File: config.mk
export PLATFORM = sky130hd
export DESIGN_NAME = key_evt_counter
export DESIGN_NICKNAME = d
export VERILOG_FILES = /design/src/rtl/key_evt_counter.sv
export SDC_FILE = /design/constraint.sdc
export NUM_CORES = 1
export LEC_CHECK = 0
export CELL_PAD_IN_SITES_DETAIL_PLACEMENT = 0
export CELL_PAD_IN_SITES_GLOBAL_PLACEMENT = 1
export CORE_ASPECT_RATIO = 0.75
export CORE_UTILIZATION = 53
export DETAILED_ROUTE_END_ITERATION = 8
export PLACE_DENSITY_LB_ADDON = 0.1
export REMOVE_ABC_BUFFERS = 1
export SKIP_CTS_REPAIR_TIMING = 1
export SLEW_MARGIN = 0
export SYNTH_ARGS = -nofsm -noshare
export SYNTH_HDL_FRONTEND = slang
export SYNTH_SLANG_ARGS = --single-unit
export TNS_END_PERCENT = 1
File: constraint.sdc
create_clock -name sys_clk -period 3.9 [get_ports sys_clk]
set_input_delay 0.39 -clock sys_clk [delete_from_list [all_inputs] [get_ports sys_clk]]
set_output_delay 0.39 -clock sys_clk [all_outputs]
set_load 0.01 [all_outputs]
File: src/rtl/key_evt_counter.sv
// Two debounced, auto-repeating push-button channels driving a modulo up/down counter.
// o_cnt goes straight to the 7-segment decoder; o_evt carries one-cycle press/repeat events.
module key_evt_counter #(
    parameter int DEB_CYCLES    = 1_000_000,
    parameter int REPEAT_DELAY  = 25_000_000,
    parameter int REPEAT_PERIOD = 10_000_000,
    parameter int CNT_W         = 4
) (
    input  logic             sys_clk,
    input  logic             sys_rst_n,
    input  logic [1:0]       i_key_n,
    output logic [1:0]       o_evt,
    output logic [1:0]       o_held,
    output logic [CNT_W-1:0] o_cnt
);

    localparam int DCNT_W = (DEB_CYCLES > 1) ? $clog2(DEB_CYCLES) : 1;
    localparam int T_MAX  = (REPEAT_DELAY > REPEAT_PERIOD) ? REPEAT_DELAY : REPEAT_PERIOD;
    localparam int RT_W   = (T_MAX > 0) ? $clog2(T_MAX + 1) : 1;

    localparam logic [DCNT_W-1:0] DEB_LAST = DCNT_W'(DEB_CYCLES - 1);
    localparam logic [RT_W-1:0]   DLY_LAST = (REPEAT_DELAY > 0) ? RT_W'(REPEAT_DELAY - 1) : '0;
    localparam logic [RT_W-1:0]   PER_LAST = RT_W'(REPEAT_PERIOD - 1);

    typedef enum logic [1:0] {
        ST_IDLE   = 2'd0,
        ST_DELAY  = 2'd1,
        ST_REPEAT = 2'd2
    } state_e;

    logic [CNT_W-1:0] cnt_q, cnt_d;

    genvar g;
    generate
        for (g = 0; g < 2; g++) begin : g_key
            logic              sync1_q, sync2_q;
            logic              k_s;
            logic [DCNT_W-1:0] dcnt_q, dcnt_d;
            logic              held_q, held_d;
            logic              held_prev_q;
            state_e            state_q, state_d;
            logic [RT_W-1:0]   rt_q, rt_d;
            logic              evt_q, evt_d;

            // Synchroniser resets to "released" so a key held through reset is seen as a new press.
            always_ff @(posedge sys_clk or negedge sys_rst_n) begin
                if (!sys_rst_n) begin
                    sync1_q <= 1'b1;
                    sync2_q <= 1'b1;
                end else begin
                    sync1_q <= i_key_n[g];
                    sync2_q <= sync1_q;
                end
            end

            assign k_s = ~sync2_q;

            always_comb begin
                dcnt_d = '0;
                held_d = held_q;
                if (k_s != held_q) begin
                    if (dcnt_q == DEB_LAST) begin
                        held_d = k_s;
                    end else begin
                        dcnt_d = dcnt_q + DCNT_W'(1);
                    end
                end
            end

            // Release always wins over a timer expiring in the same cycle.
            always_comb begin
                state_d = state_q;
                rt_d    = rt_q;
                evt_d   = 1'b0;
                case (state_q)
                    ST_IDLE: begin
                        if (held_q && !held_prev_q) begin
                            evt_d = 1'b1;
                            rt_d  = '0;
                            if (REPEAT_DELAY > 0) begin
                                state_d = ST_DELAY;
                            end
                        end
                    end
                    ST_DELAY: begin
                        if (!held_q) begin
                            state_d = ST_IDLE;
                            rt_d    = '0;
                        end else if (rt_q == DLY_LAST) begin
                            evt_d   = 1'b1;
                            rt_d    = '0;
                            state_d = ST_REPEAT;
                        end else begin
                            rt_d = rt_q + RT_W'(1);
                        end
                    end
                    ST_REPEAT: begin
                        if (!held_q) begin
                            state_d = ST_IDLE;
                            rt_d    = '0;
                        end else if (rt_q == PER_LAST) begin
                            evt_d = 1'b1;
                            rt_d  = '0;
                        end else begin
                            rt_d = rt_q + RT_W'(1);
                        end
                    end
                    default: begin
                        state_d = ST_IDLE;
                        rt_d    = '0;
                    end
                endcase
            end

            always_ff @(posedge sys_clk or negedge sys_rst_n) begin
                if (!sys_rst_n) begin
                    dcnt_q      <= '0;
                    held_q      <= 1'b0;
                    held_prev_q <= 1'b0;
                    state_q     <= ST_IDLE;
                    rt_q        <= '0;
                    evt_q       <= 1'b0;
                end else begin
                    dcnt_q      <= dcnt_d;
                    held_q      <= held_d;
                    held_prev_q <= held_q;
                    state_q     <= state_d;
                    rt_q        <= rt_d;
                    evt_q       <= evt_d;
                end
            end

            assign o_evt[g]  = evt_q;
            assign o_held[g] = held_q;
        end
    endgenerate

    // Simultaneous UP and DOWN events cancel.
    always_comb begin
        cnt_d = cnt_q;
        case (o_evt)
            2'b01:   cnt_d = cnt_q + CNT_W'(1);
            2'b10:   cnt_d = cnt_q - CNT_W'(1);
            default: cnt_d = cnt_q;
        endcase
    end

    always_ff @(posedge sys_clk or negedge sys_rst_n) begin
        if (!sys_rst_n) begin
            cnt_q <= '0;
        end else begin
            cnt_q <= cnt_d;
        end
    end

    assign o_cnt = cnt_q;

endmodule

* Word-level counts from Yosys, hierarchy flattened
Index checks and enable logic that the tools add are counted.
** Storage, ports and cells
- Bits of input ports :: 4
- Output and inout bits :: 8
- Bits in registers :: 108
- Logic and storage cells :: 95
** Operators by class
- Multiplexer cells :: 39
- Bitwise gates (word level) :: 2
- Reductions and logical operators :: 11
- Add/sub/neg operators :: 6
- Eq/ne operators :: 20
** Operator list (number)
- 25-bit two-way mux :: 10
- 25-bit one-hot mux with 3 select lines :: 2
- 20-bit two-way mux :: 4
- 25-bit by 1-bit adder with 25-bit output, second input constant :: 2
- 25-bit by 24-bit == test with 1-bit output, second input constant :: 2
- 25-bit == test, second input constant :: 2
- 20-bit by 1-bit adder with 20-bit output, second input constant :: 2
- 20-bit == test, second input constant :: 2
- 2-bit two-way mux :: 8
- 2-bit one-hot mux with 3 select lines :: 2
- 1-bit two-way mux :: 10
- 2-bit inequality test, second input constant :: 4
- 4-bit one-hot mux with 2 select lines :: 1
- 2-bit by 1-bit == test with 1-bit output, second input constant :: 3
- 2-bit == test, second input constant :: 3
- 3-bit inequality test, second input constant :: 2
- 1-bit one-hot mux with 3 select lines :: 2
- 3-bit AND reduction :: 2
- 4-bit by 1-bit adder with 4-bit output, second input constant :: 1
- 2-bit logical NOT :: 2
- 2-bit AND reduction :: 2
- 4-bit by 1-bit subtractor with 4-bit output, second input constant :: 1
- 1-bit logical AND :: 2
- 1-bit logical NOT :: 2
- 3 further kinds :: 5

* Logic depth before layout (Yosys ltp)
Gate-level depths: netlist of the first run.
- Depth in word-level cells :: 4
- Gate-level depth with buffers :: 8
- Depth with buffers taken out :: 8

* Worst setup path after synthesis of the first run
OpenSTA, ideal clock, no wires.
- Path type :: flip-flop to flip-flop
- Start point :: register g_key[1].dcnt_q[0]
- End point :: register g_key[1].dcnt_q[11]
- Period minus slack after synthesis :: 1.893 ns
- Data arrival time :: 1.774 ns
- Setup slack :: 2.007 ns
- Stages on the path, launching flop included :: 9
- Cell sequence :: dfrtp_1 -> ha_1 -> and4_1 -> nand2_1 -> nor4_1 -> or2_2 -> buf_4 -> buf_4 -> nor2_1
** Between the ends
- Longest elaborated chain between the ends :: 3
** RTL lines
- start, declared :: RTL line 38 : logic [DCNT_W-1:0] dcnt_q, dcnt_d;
- start signal, assigned :: RTL line 124 : dcnt_q <= dcnt_d;
- 20-bit by 1-bit adder with 20-bit output or 20-bit == test (tied branches) :: RTL line 65, 62
- 20-bit two-way mux * :: RTL line 62 : if (dcnt_q == DEB_LAST) begin
- 20-bit two-way mux * :: RTL line 61 : if (k_s != held_q) begin
- named net g_key[1].dcnt_d[11] :: RTL line 38
The timed path passes the listed nets; every way through them passes the cells marked *.
A chain may end at the register's enable or synchronous reset.

* Final worst setup path of the first run
- Start point :: register g_key[0].rt_q[0]
- End point :: register g_key[0].rt_q[4]
** Between the ends
- Longest elaborated chain between the ends :: 4
** RTL lines
- start, declared :: RTL line 42 : logic [RT_W-1:0] rt_q, rt_d;
- start signal, assigned :: RTL line 128 : rt_q <= rt_d;
- 25-bit by 1-bit adder with 25-bit output, or another cell as far along :: RTL line 94, 105
- 25-bit two-way mux, on equally long branches :: RTL line 101, 89
- 25-bit two-way mux, on equally long branches :: RTL line 98, 86
- 25-bit one-hot mux with 3 select lines * :: RTL line 75 : case (state_q)
Mark *: on every way between the ends. The rest lies on a longest branch, timed or not.

==> flow_summary.json, run 1 <==
{
  "worstReg2RegStart": "g_key[0].rt_q[0]$_DFFE_PN0P_",
  "first_pass_iters": 5,
  "async_flop_share_pct": 100,
  "grt.overflow.total": 0,
  "route.detailed.drc": 0,
  "cp.required_ns": 4.08,
  "clk_path_buf_depth": 2,
  "wl_met3_um": 423,
  "routed.top_layer": "met4",
  "r2r_end": "g_key[0].rt_q[4]$_DFFE_PN0P_",
  "portBuffers": 11,
  "hold_viol_final": 0,
  "dieArea_um2": 11500,
  "drt.antenna.violating_nets": 0,
  "cts_sinks": 108,
  "die_x_um": 123,
  "final_layout_size_suffix_gt1_share_pct": 7.22,
  "period_needed_ns": 2.76,
  "antenna_found_initial": 0,
  "routed_wl_um": 11300,
  "fin_util_pct": 60.2,
  "vdd_drop_max_mv": 0.240,
  "wl_per_cell_um": 15.2,
  "finalSetupViolCount": 0,
  "end_kind": "flip-flop",
  "fin_crit_sh_pct": 70.9,
  "numCtsBuffers": 9,
  "ys_ff_latch": 108,
  "finalNonFillerCells": 745,
  "drtIter0Drc": 263,
  "antenna_cells": 0,
  "start_util_pct": 55.7,
  "finalClockSkew_ns": 0.00739,
  "setup.worst_path.class": "reg -> reg",
  "grt_pass1_wl_um": 19700,
  "regArea_um2": 2710,
  "synth-main-ff-cell": "dfrtp_1",
  "rsz0062_at_grt": "no",
  "grt_max_degree": 79,
  "wl_met1_um": 6000,
  "critPathLaunch": "g_key[0].rt_q[0]$_DFFE_PN0P_",
  "setup_ws_ns": 1.14,
  "slew_violations": 0,
  "layout-area-overhead-vs-synth_pct": 8.04,
  "wl_met2_um": 4780,
  "clk_latency_ns": 0.35,
  "worst_pin_slew_ns": 1.00,
  "synth_area_um2": 5870,
  "status": "finished, final reports clean",
  "worstPathMaxFanout": 24,
  "yosys_warnings": 0,
  "fp.dieH_um": 93.1,
  "routed_via_density": 5.76,
  "synth_top_area_share_pct": 44.4,
  "cts_tree": "done",
  "cts_root_buffer": "clkbuf_16",
  "htreeDepth": 3,
  "cp-start-kind": "flip-flop",
  "reg2reg_depth": 6,
  "yosys.area.top_type": "dfrtp_1",
  "maxCapViolCount": 0,
  "vias": 4290,
  "core_um2": 10500,
  "ys_seq_area_share_pct": 46.2,
  "dp_hpwl_um": 7830,
  "p_leak_nw": 2.66,
  "place_ws_ns": 1.17,
  "power_density_nw_per_um2": 336,
  "cp.arrival_ns": 2.94,
  "synth_cells": 602,
  "fin_tns_setup_ns": 0,
  "grt_pass1_vias": 3988,
  "multi_input_area_um2": 2930,
  "track_usage_pct": 22.0,
  "crit_end": "g_key[0].rt_q[4]$_DFFE_PN0P_",
  "fp-row-count": 32,
  "hold_path_class": "in -> async",
  "num-fill-cells": 881,
  "ys_top_cells_by_area": "dfrtp_1 44%, xor2_1 6.6%, xnor2_1 5.4%",
  "slew_headroom_pct": 33.1,
  "fin_nets": 624,
  "path_clk_slew_ns": 0.07,
  "r2r_setup_slack_ns": 1.14,
  "syn_avg_cell_area_um2": 9.74,
  "synth_edf_count": 0,
  "io_pins": 12,
  "dp.cells": 729,
  "routabilityCongestion": 0.834,
  "yosys.cell_types.count": 64,
  "fmax_ghz": 0.362
}
## power breakdown
| part | internal, mW | switching [mW] |
|---|---|---|
| sequential | 1.13 | 0.00622 |
| clock | 0.538 | 0.416 |
| combinational | 0.00945 | 0.0323 |
## flip-flops by register name, indices dropped and copies added (netlist names)
| register | count |
|---|---|
| g_key.sync2_q | 2 |
| g_key.sync1_q | 2 |
| g_key.held_prev_q | 2 |
| g_key.state_q | 4 |
| g_key.rt_q | 50 |
| g_key.dcnt_q | 40 |
| o_cnt | 4 |
| g_key.held_q | 2 |
| g_key.evt_q | 2 |
## Yosys cell counts, drive strengths merged (3+ instances only)
library cell  number
o21ai             14
buf               15
nor4              12
xnor2             36
and4              11
nor4bb             3
nand2             47
nand2b             7
a21oi             24
or2                6
o211ai             8
nor4b              7
nor3              14
and2               9
and3              16
and4b              3
ha                15
nor2              79
nand4             24
xor2              44
dfrtp            104
dfstp              4
nand3             35
clkbuf             7
a31oi              3
a211oi             3
inv               25
## worst min path at each step
stage	end	slack, ns	cells after the start	from
finish	g_key[0].rt_q[18]$_DFFE_PN0P_	0.20	1	sys_rst_n
CTS	g_key[1].rt_q[7]$_DFFE_PN0P_	0.23	1	sys_rst_n
global placement	g_key[1].sync2_q$_DFF_PN1_	0.36	0	g_key[1].sync1_q$_DFF_PN1_
floorplan	g_key[0].dcnt_q[0]$_DFF_PN0_	0.09	0	sys_rst_n
global route	g_key[0].rt_q[21]$_DFFE_PN0P_	0.29	1	sys_rst_n
detailed placement	g_key[1].sync2_q$_DFF_PN1_	0.36	0	g_key[1].sync1_q$_DFF_PN1_
## metrics by stage
step	instance area, µm²	total power, mW	hold WS, ns
final	6340	2.13	0.196
after global routing	6340	2.20	0.286
after CTS	6340	2.16	0.235
after detailed placement	6030	1.20	0.360
after global placement	6030	1.20	0.356
after floorplan	5730	1.17	0.0944
## area by class of cell
cell class                      instances  area share, %
Clock buffer                           12           4.05
Clock inverter                          4          0.869
Tap cell                              136           2.69
Inverter                               25           1.48
Timing Repair Buffer                   13           1.93
Multi-Input combinational cell        447           46.3
Sequential cell                       108           42.7
## placed cells by master (no fill, tap or decap), types with 4 or more instances in the layout
cell             netlist  routed
dfrtp_1              104     104
nor2_1                79      79
nand2_1               47      47
xor2_1                44      44
xnor2_1               36      36
nand3_1               35      35
inv_1                 25      25
nand4_1               24      24
a21oi_1               24      24
and3_1                15      15
ha_1                  15      15
nor3_1                12      12
nor4_1                11      11
o21ai_0               11      11
clkdlybuf4s50_1        0      10
and4_1                 9       9
clkbuf_16              0       9
and2_1                 8       8
o211ai_1               8       8
nand2b_1               6       6
nor4b_1                6       6
or2_2                  5       5
dfstp_2                4       4
## critical path, stage by stage, from the launching register on
cell      delay [ns]
dfrtp_1         0.40
ha_1            0.20
nand3_1         0.28
nor3_2          0.41
a31oi_4         0.19
o21ai_2         0.85
o221ai_1        0.24
## cells by family (layout without fill, tap and decap cells)
group                    Yosys count  after routing  synth area share (%)
AND/OR/NAND/NOR                  281            281                  25.5
flip-flops                       108            108                  46.2
XOR/XNOR                          80             80                  11.9
AO/OA/AOI/OAI                     69             69                  8.83
buffers and inverters             47             54                  3.86
adder cells (fa/ha/maj)           16             16                  3.54
multiplexers                       1              1                 0.192
## per-layer routing
metal | track usage (%) | vias up
li1 | - | 2095
met1 | 33.9 | 2106
met2 | 30.8 | 77
met3 | 4.70 | 12
met4 | 5.92 | 0
met5 | 0 | -
Note: power is estimated with default switching activity, not from simulation.
==> inputs of run 2 (changes only) <==
--- a/config.mk
+++ b/config.mk
@@ -8,7 +8,7 @@
 export CELL_PAD_IN_SITES_DETAIL_PLACEMENT = 0
 export CELL_PAD_IN_SITES_GLOBAL_PLACEMENT = 1
 export CORE_ASPECT_RATIO = 0.75
-export CORE_UTILIZATION = 53
+export CORE_UTILIZATION = 49
 export DETAILED_ROUTE_END_ITERATION = 8
 export PLACE_DENSITY_LB_ADDON = 0.1
 export REMOVE_ABC_BUFFERS = 1
==> constraint.sdc (replaced) <==
create_clock -name sys_clk -period 2.85 [get_ports sys_clk]
set_input_delay 0.285 -clock sys_clk [delete_from_list [all_inputs] [get_ports sys_clk]]
set_output_delay 0.285 -clock sys_clk [all_outputs]
set_load 0.01 [all_outputs]
==> flow_summary.json, run 2 (synthesis results as in run 1) <==
{
  "cts_tree": "done",
  "numCtsBuffers": 9,
  "cpMaxStageDelayCell": "nor3_2",
  "fp-row-count": 34,
  "routed_wl_um": 11400,
  "fp.dieH_um": 96.8,
  "worstPathMaxFanout": 20,
  "cp-start-kind": "flip-flop",
  "p_sw_uw": 617,
  "hold_viol_final": 17,
  "die_x_um": 128,
  "cts_root_buffer": "clkbuf_16",
  "clkPwrFrac_pct": 42.7,
  "p_total_mw": 2.82,
  "worst_pin_slew_ns": 0.725,
  "final_layout_size_suffix_gt1_share_pct": 8.29,
  "routed_via_density": 5.46,
  "layout_commonest_cell": "dfrtp_1",
  "grt_max_degree": 52,
  "finalNonFillerCells": 777,
  "finalHoldWorstSlack_ns": -0.0265,
  "critPathTopFamily": "simple AND/OR/NAND/NOR gates",
  "core_um2": 11600,
  "clk_latency_ns": 0.34,
  "status": "finished with violations",
  "maxCapViolCount": 0,
  "track_usage_pct": 20.1,
  "fin_crit_sh_pct": 81.8,
  "rsz0062_at_grt": "no",
  "period_needed_ns": 2.33,
  "slew_violations": 0,
  "p_leak_nw": 2.69,
  "drtIter0Drc": 328,
  "slew_headroom_pct": 51.2,
  "layout-area-overhead-vs-synth_pct": 9.28,
  "grt_pass1_vias": 4124,
  "finalClockSkew_ns": 0.00558,
  "drt.antenna.violating_nets": 0,
  "hold_path_class": "in -> async",
  "p_seq_share_pct": 55.1,
  "cp.required_ns": 3.06,
  "power_density_nw_per_um2": 440,
  "regMostFlops": "g_key.rt_q",
  "path_clk_slew_ns": 0.07,
  "dp.cells": 762,
  "vias": 4246,
  "antenna_cells": 0,
  "reg_top3": "g_key.rt_q: 50 flops, g_key.dcnt_q: 40 flops",
  "cpPeakStageDelay_ns": 0.41,
  "clk_path_buf_depth": 2,
  "power_frac_comb_pct": 2.2,
  "htreeDepth": 3,
  "io_pins": 12,
  "fmax_ghz": 0.429,
  "intPower_mw": 2.20,
  "antenna_found_initial": 0,
  "num-fill-cells": 1025,
  "grt.overflow.total": 0,
  "dieArea_um2": 12400,
  "vdd_drop_max_mv": 0.275,
  "start_util_pct": 50.5,
  "final_cell_area_um2": 6410,
  "dp_hpwl_um": 8020,
  "setup.worst_path.class": "reg -> reg",
  "final_cell_mix": "104 x dfrtp_1, 79 x nor2_1, 47 x nand2_1",
  "largest_register_ffs": 50,
  "end_kind": "flip-flop",
  "route.detailed.drc": 0,
  "fin_nets": 631,
  "portBuffers": 11,
  "critical_path.cell_chain": "ha_1, nand3_1, nor3_2, a31oi_4, o21ai_2, buf_4, o221ai_1",
  "first_pass_iters": 4,
  "cts_sinks": 108,
  "finalSetupViolCount": 0,
  "placed_area_um2": 6120,
  "wl_per_cell_um": 14.7,
  "grt_pass1_wl_um": 19900,
  "violations": "negative hold slack",
  "fin_tns_setup_ns": 0,
  "routabilityCongestion": 0.795,
  "cp.arrival_ns": 2.54,
  "switching_share_pct": 21.9,
  "crit_buf_inv": 1
}
## run 2: path summary, 6_finish.rpt
kind                       slack, ns  cells past startpoint                            end                          from
setup / recovery                0.52                      7   g_key[0].rt_q[4]$_DFFE_PN0P_  g_key[0].rt_q[0]$_DFFE_PN0P_
hold / removal                 -0.03                      1  g_key[0].rt_q[10]$_DFFE_PN0P_                     sys_rst_n
setup reg to reg                0.52                      7   g_key[0].rt_q[4]$_DFFE_PN0P_  g_key[0].rt_q[0]$_DFFE_PN0P_
hold reg to reg                 0.36                      0     g_key[0].sync2_q$_DFF_PN1_    g_key[0].sync1_q$_DFF_PN1_
max in group asynchronous       2.15                      2           o_cnt[3]$_DFFE_PN0P_                     sys_rst_n
min in group sys_clk            0.34                      1     g_key[1].sync1_q$_DFF_PN1_                    i_key_n[1]
## run 2: cell type report
class / instances / area, µm² / share of cell area [%]
inverter: 25 / 93.8 / 1.46
multi-input combinational: 447 / 2930 / 45.7
clock buffer: 11 / 253 / 3.94
sequential: 108 / 2710 / 42.2
timing repair buffer: 20 / 188 / 2.93
clock inverter: 4 / 33.8 / 0.527
tap: 162 / 203 / 3.16
## run 2: metal layers
layer / global-route usage, % / wire, µm / vias up
met2: 28.5 / 4800 / 53
met3: 4.26 / 363 / 11
met1: 30.9 / 6170 / 2064
met4: 4.98 / 116 / 0
li1: - / - / 2118
met5: 0 / 0 / -
## run 2: metrics by stage
stage / utilization [%] / hold WS (ns) / setup WS [ns]
after global placement: 52.7 / 0.348 / 0.627
after CTS: 55.2 / 0.00654 / 0.507
after floorplan: - / -0.0106 / 0.662
final: 55.2 / -0.0265 / 0.519
after detailed placement: 52.7 / 0.354 / 0.521
after global routing: 55.2 / 0.0406 / 0.314
## run 2: worst register-to-register path, cell delays in order, from the launching register on
cell and delay (ns):
dfrtp_1 0.40, ha_1 0.20, nand3_1 0.26, nor3_2 0.41
a31oi_4 0.19, o21ai_2 0.30, buf_4 0.29, o221ai_1 0.15
## run 2: power by group through the flow
stage | sequential, mW | combinational, mW | clock, mW
6_report | 1.55 | 0.0624 | 1.20
5_1_grt | 1.55 | 0.0746 | 1.30
4_1_cts | 1.55 | 0.0662 | 1.25
3_5_place_dp | 1.58 | 0.0661 | 0
3_3_place_gp | 1.58 | 0.0639 | 0
2_1_floorplan | 1.58 | 0.0188 | 0
==> inputs of run 3 (changes only) <==
==> constraint.sdc (replaced) <==
create_clock -name sys_clk -period 2.3 [get_ports sys_clk]
set_input_delay 0.23 -clock sys_clk [delete_from_list [all_inputs] [get_ports sys_clk]]
set_output_delay 0.23 -clock sys_clk [all_outputs]
set_load 0.01 [all_outputs]
==> flow_summary.json, run 3 (synthesis results as in run 1) <==
{
  "grt.overflow.total": 0,
  "rsz0062_at_grt": "no",
  "largest_register_ffs": 50,
  "fin_nets": 640,
  "status": "finished, final reports clean",
  "cp-start-kind": "flip-flop",
  "regMostFlops": "g_key.rt_q",
  "worst_pin_slew_ns": 0.624,
  "fp-row-count": 34,
  "cts_sinks": 108,
  "hold_path_class": "in -> reg",
  "route.detailed.drc": 0,
  "grt_use_met2_pct": 28.6,
  "setup.worst_path.class": "reg -> reg",
  "hold_viol_final": 0,
  "r2r_setup_slack_ns": 0.17,
  "r2r_end": "g_key[1].rt_q[19]$_DFFE_PN0P_",
  "cp.required_ns": 2.53,
  "numCtsBuffers": 9,
  "reg_top3": "g_key.rt_q: 50 flops, g_key.dcnt_q: 40 flops",
  "min_from": "i_key_n[1]",
  "layout_commonest_cell": "dfrtp_1",
  "fin_crit_sh_pct": 92.6,
  "end_kind": "flip-flop",
  "finalClockSkew_ns": 0.00870,
  "cts_tree": "done",
  "track_usage_pct": 20.2,
  "portBuffers": 11,
  "antenna_found_initial": 0,
  "io_pins": 12,
  "dieArea_um2": 12400,
  "final_layout_size_suffix_gt1_share_pct": 9.76,
  "cp.arrival_ns": 2.36,
  "whs_endpoint": "g_key[1].sync1_q$_DFF_PN1_",
  "grt-busiest-layer": "met1",
  "core_um2": 11600,
  "multi_input_area_um2": 2950,
  "p_leak_nw": 2.73,
  "power_density_nw_per_um2": 534,
  "grt_pass1_vias": 4165,
  "htreeDepth": 3,
  "regArea_um2": 2710,
  "maxCapViolCount": 0,
  "routed_via_density": 5.58,
  "slew_headroom_pct": 58.4,
  "num-fill-cells": 1004,
  "final_cell_mix": "104 x dfrtp_1, 79 x nor2_1, 47 x nand2_1",
  "finalNonFillerCells": 787,
  "wl_per_cell_um": 14.7,
  "dp_hpwl_um": 7950,
  "grt_pass1_wl_um": 20300,
  "vdd_drop_max_mv": 0.367,
  "dp.cells": 769,
  "min_path_cells": 1,
  "cts_root_buffer": "clkbuf_16",
  "fmax_ghz": 0.470,
  "path_clk_slew_ns": 0.08,
  "antenna_cells": 0,
  "drtIter0Drc": 217,
  "fin_tns_setup_ns": 0,
  "reg2reg_depth": 7,
  "finalSetupViolCount": 0,
  "die_x_um": 128,
  "start_util_pct": 50.5,
  "drt.antenna.violating_nets": 0,
  "grt_max_degree": 68,
  "slew_violations": 0,
  "worstReg2RegStart": "g_key[1].rt_q[0]$_DFFE_PN0P_",
  "gr-usage-met3_pct": 4.54,
  "routed_wl_um": 11600,
  "clk_latency_ns": 0.35,
  "layout-area-overhead-vs-synth_pct": 10.5,
  "first_pass_iters": 4,
  "fp.dieH_um": 96.8,
  "use_met1_pct": 31.1,
  "clk_path_buf_depth": 2,
  "period_needed_ns": 2.13,
  "worstPathMaxFanout": 20,
  "routabilityCongestion": 0.788,
  "vias": 4392
}
run 3: area by class of cell:
class / count / area share, %
timing repair buffer: 29 / 3.98
multi-input combinational: 447 / 45.4
clock buffer: 9 / 3.47
inverter: 25 / 1.45
clock inverter: 7 / 0.772
sequential: 108 / 41.8
tap: 162 / 3.13
run 3: layer usage:
| metal | vias to the layer above | wire, µm |
|---|---|---|
| met1 | 2154 | 6060 |
| met4 | 0 | 129 |
| met3 | 13 | 449 |
| met5 | - | 0 |
| met2 | 84 | 4920 |
| li1 | 2141 | - |
run 3: through the flow:
stage	util, %	worst slack, ns	area (µm²)	hold WS (ns)	power [mW]
after floorplan	-	0.112	5730	-0.0656	1.98
after global placement	53.2	0.227	6180	0.249	2.04
after detailed placement	53.2	0.166	6180	0.252	2.04
after CTS	55.5	0.147	6450	-0.120	3.51
after global routing	55.8	0.0230	6480	0.267	3.59
final	55.8	0.171	6480	0.283	3.46
run 3: worst max path at each step:
stage                                 startpoint                             to  slack, ns  cells after the start
floorplan           g_key[0].rt_q[0]$_DFFE_PN0P_   g_key[0].rt_q[4]$_DFFE_PN0P_       0.11                      6
global placement    g_key[1].rt_q[0]$_DFFE_PN0P_  g_key[1].rt_q[21]$_DFFE_PN0P_       0.23                      7
detailed placement  g_key[1].rt_q[0]$_DFFE_PN0P_  g_key[1].rt_q[17]$_DFFE_PN0P_       0.17                      7
CTS                 g_key[1].rt_q[0]$_DFFE_PN0P_  g_key[1].rt_q[17]$_DFFE_PN0P_       0.15                      7
global route        g_key[0].rt_q[0]$_DFFE_PN0P_   g_key[0].rt_q[2]$_DFFE_PN0P_       0.02                      7
finish              g_key[1].rt_q[0]$_DFFE_PN0P_  g_key[1].rt_q[19]$_DFFE_PN0P_       0.17                      7
run 3: critical path, stage by stage, from the launching register on:
cell	delay [ns]
dfrtp_1	0.39
ha_1	0.23
nand4_1	0.20
or2_4	0.33
o311a_4	0.40
nor3_4	0.10
buf_4	0.26
nor2_1	0.08
run 3: power breakdown:
part           internal [mW]  switching, mW
Clock                  0.741          0.720
Sequential              1.91         0.0104
Combinational         0.0208         0.0568
Total                   2.67          0.787
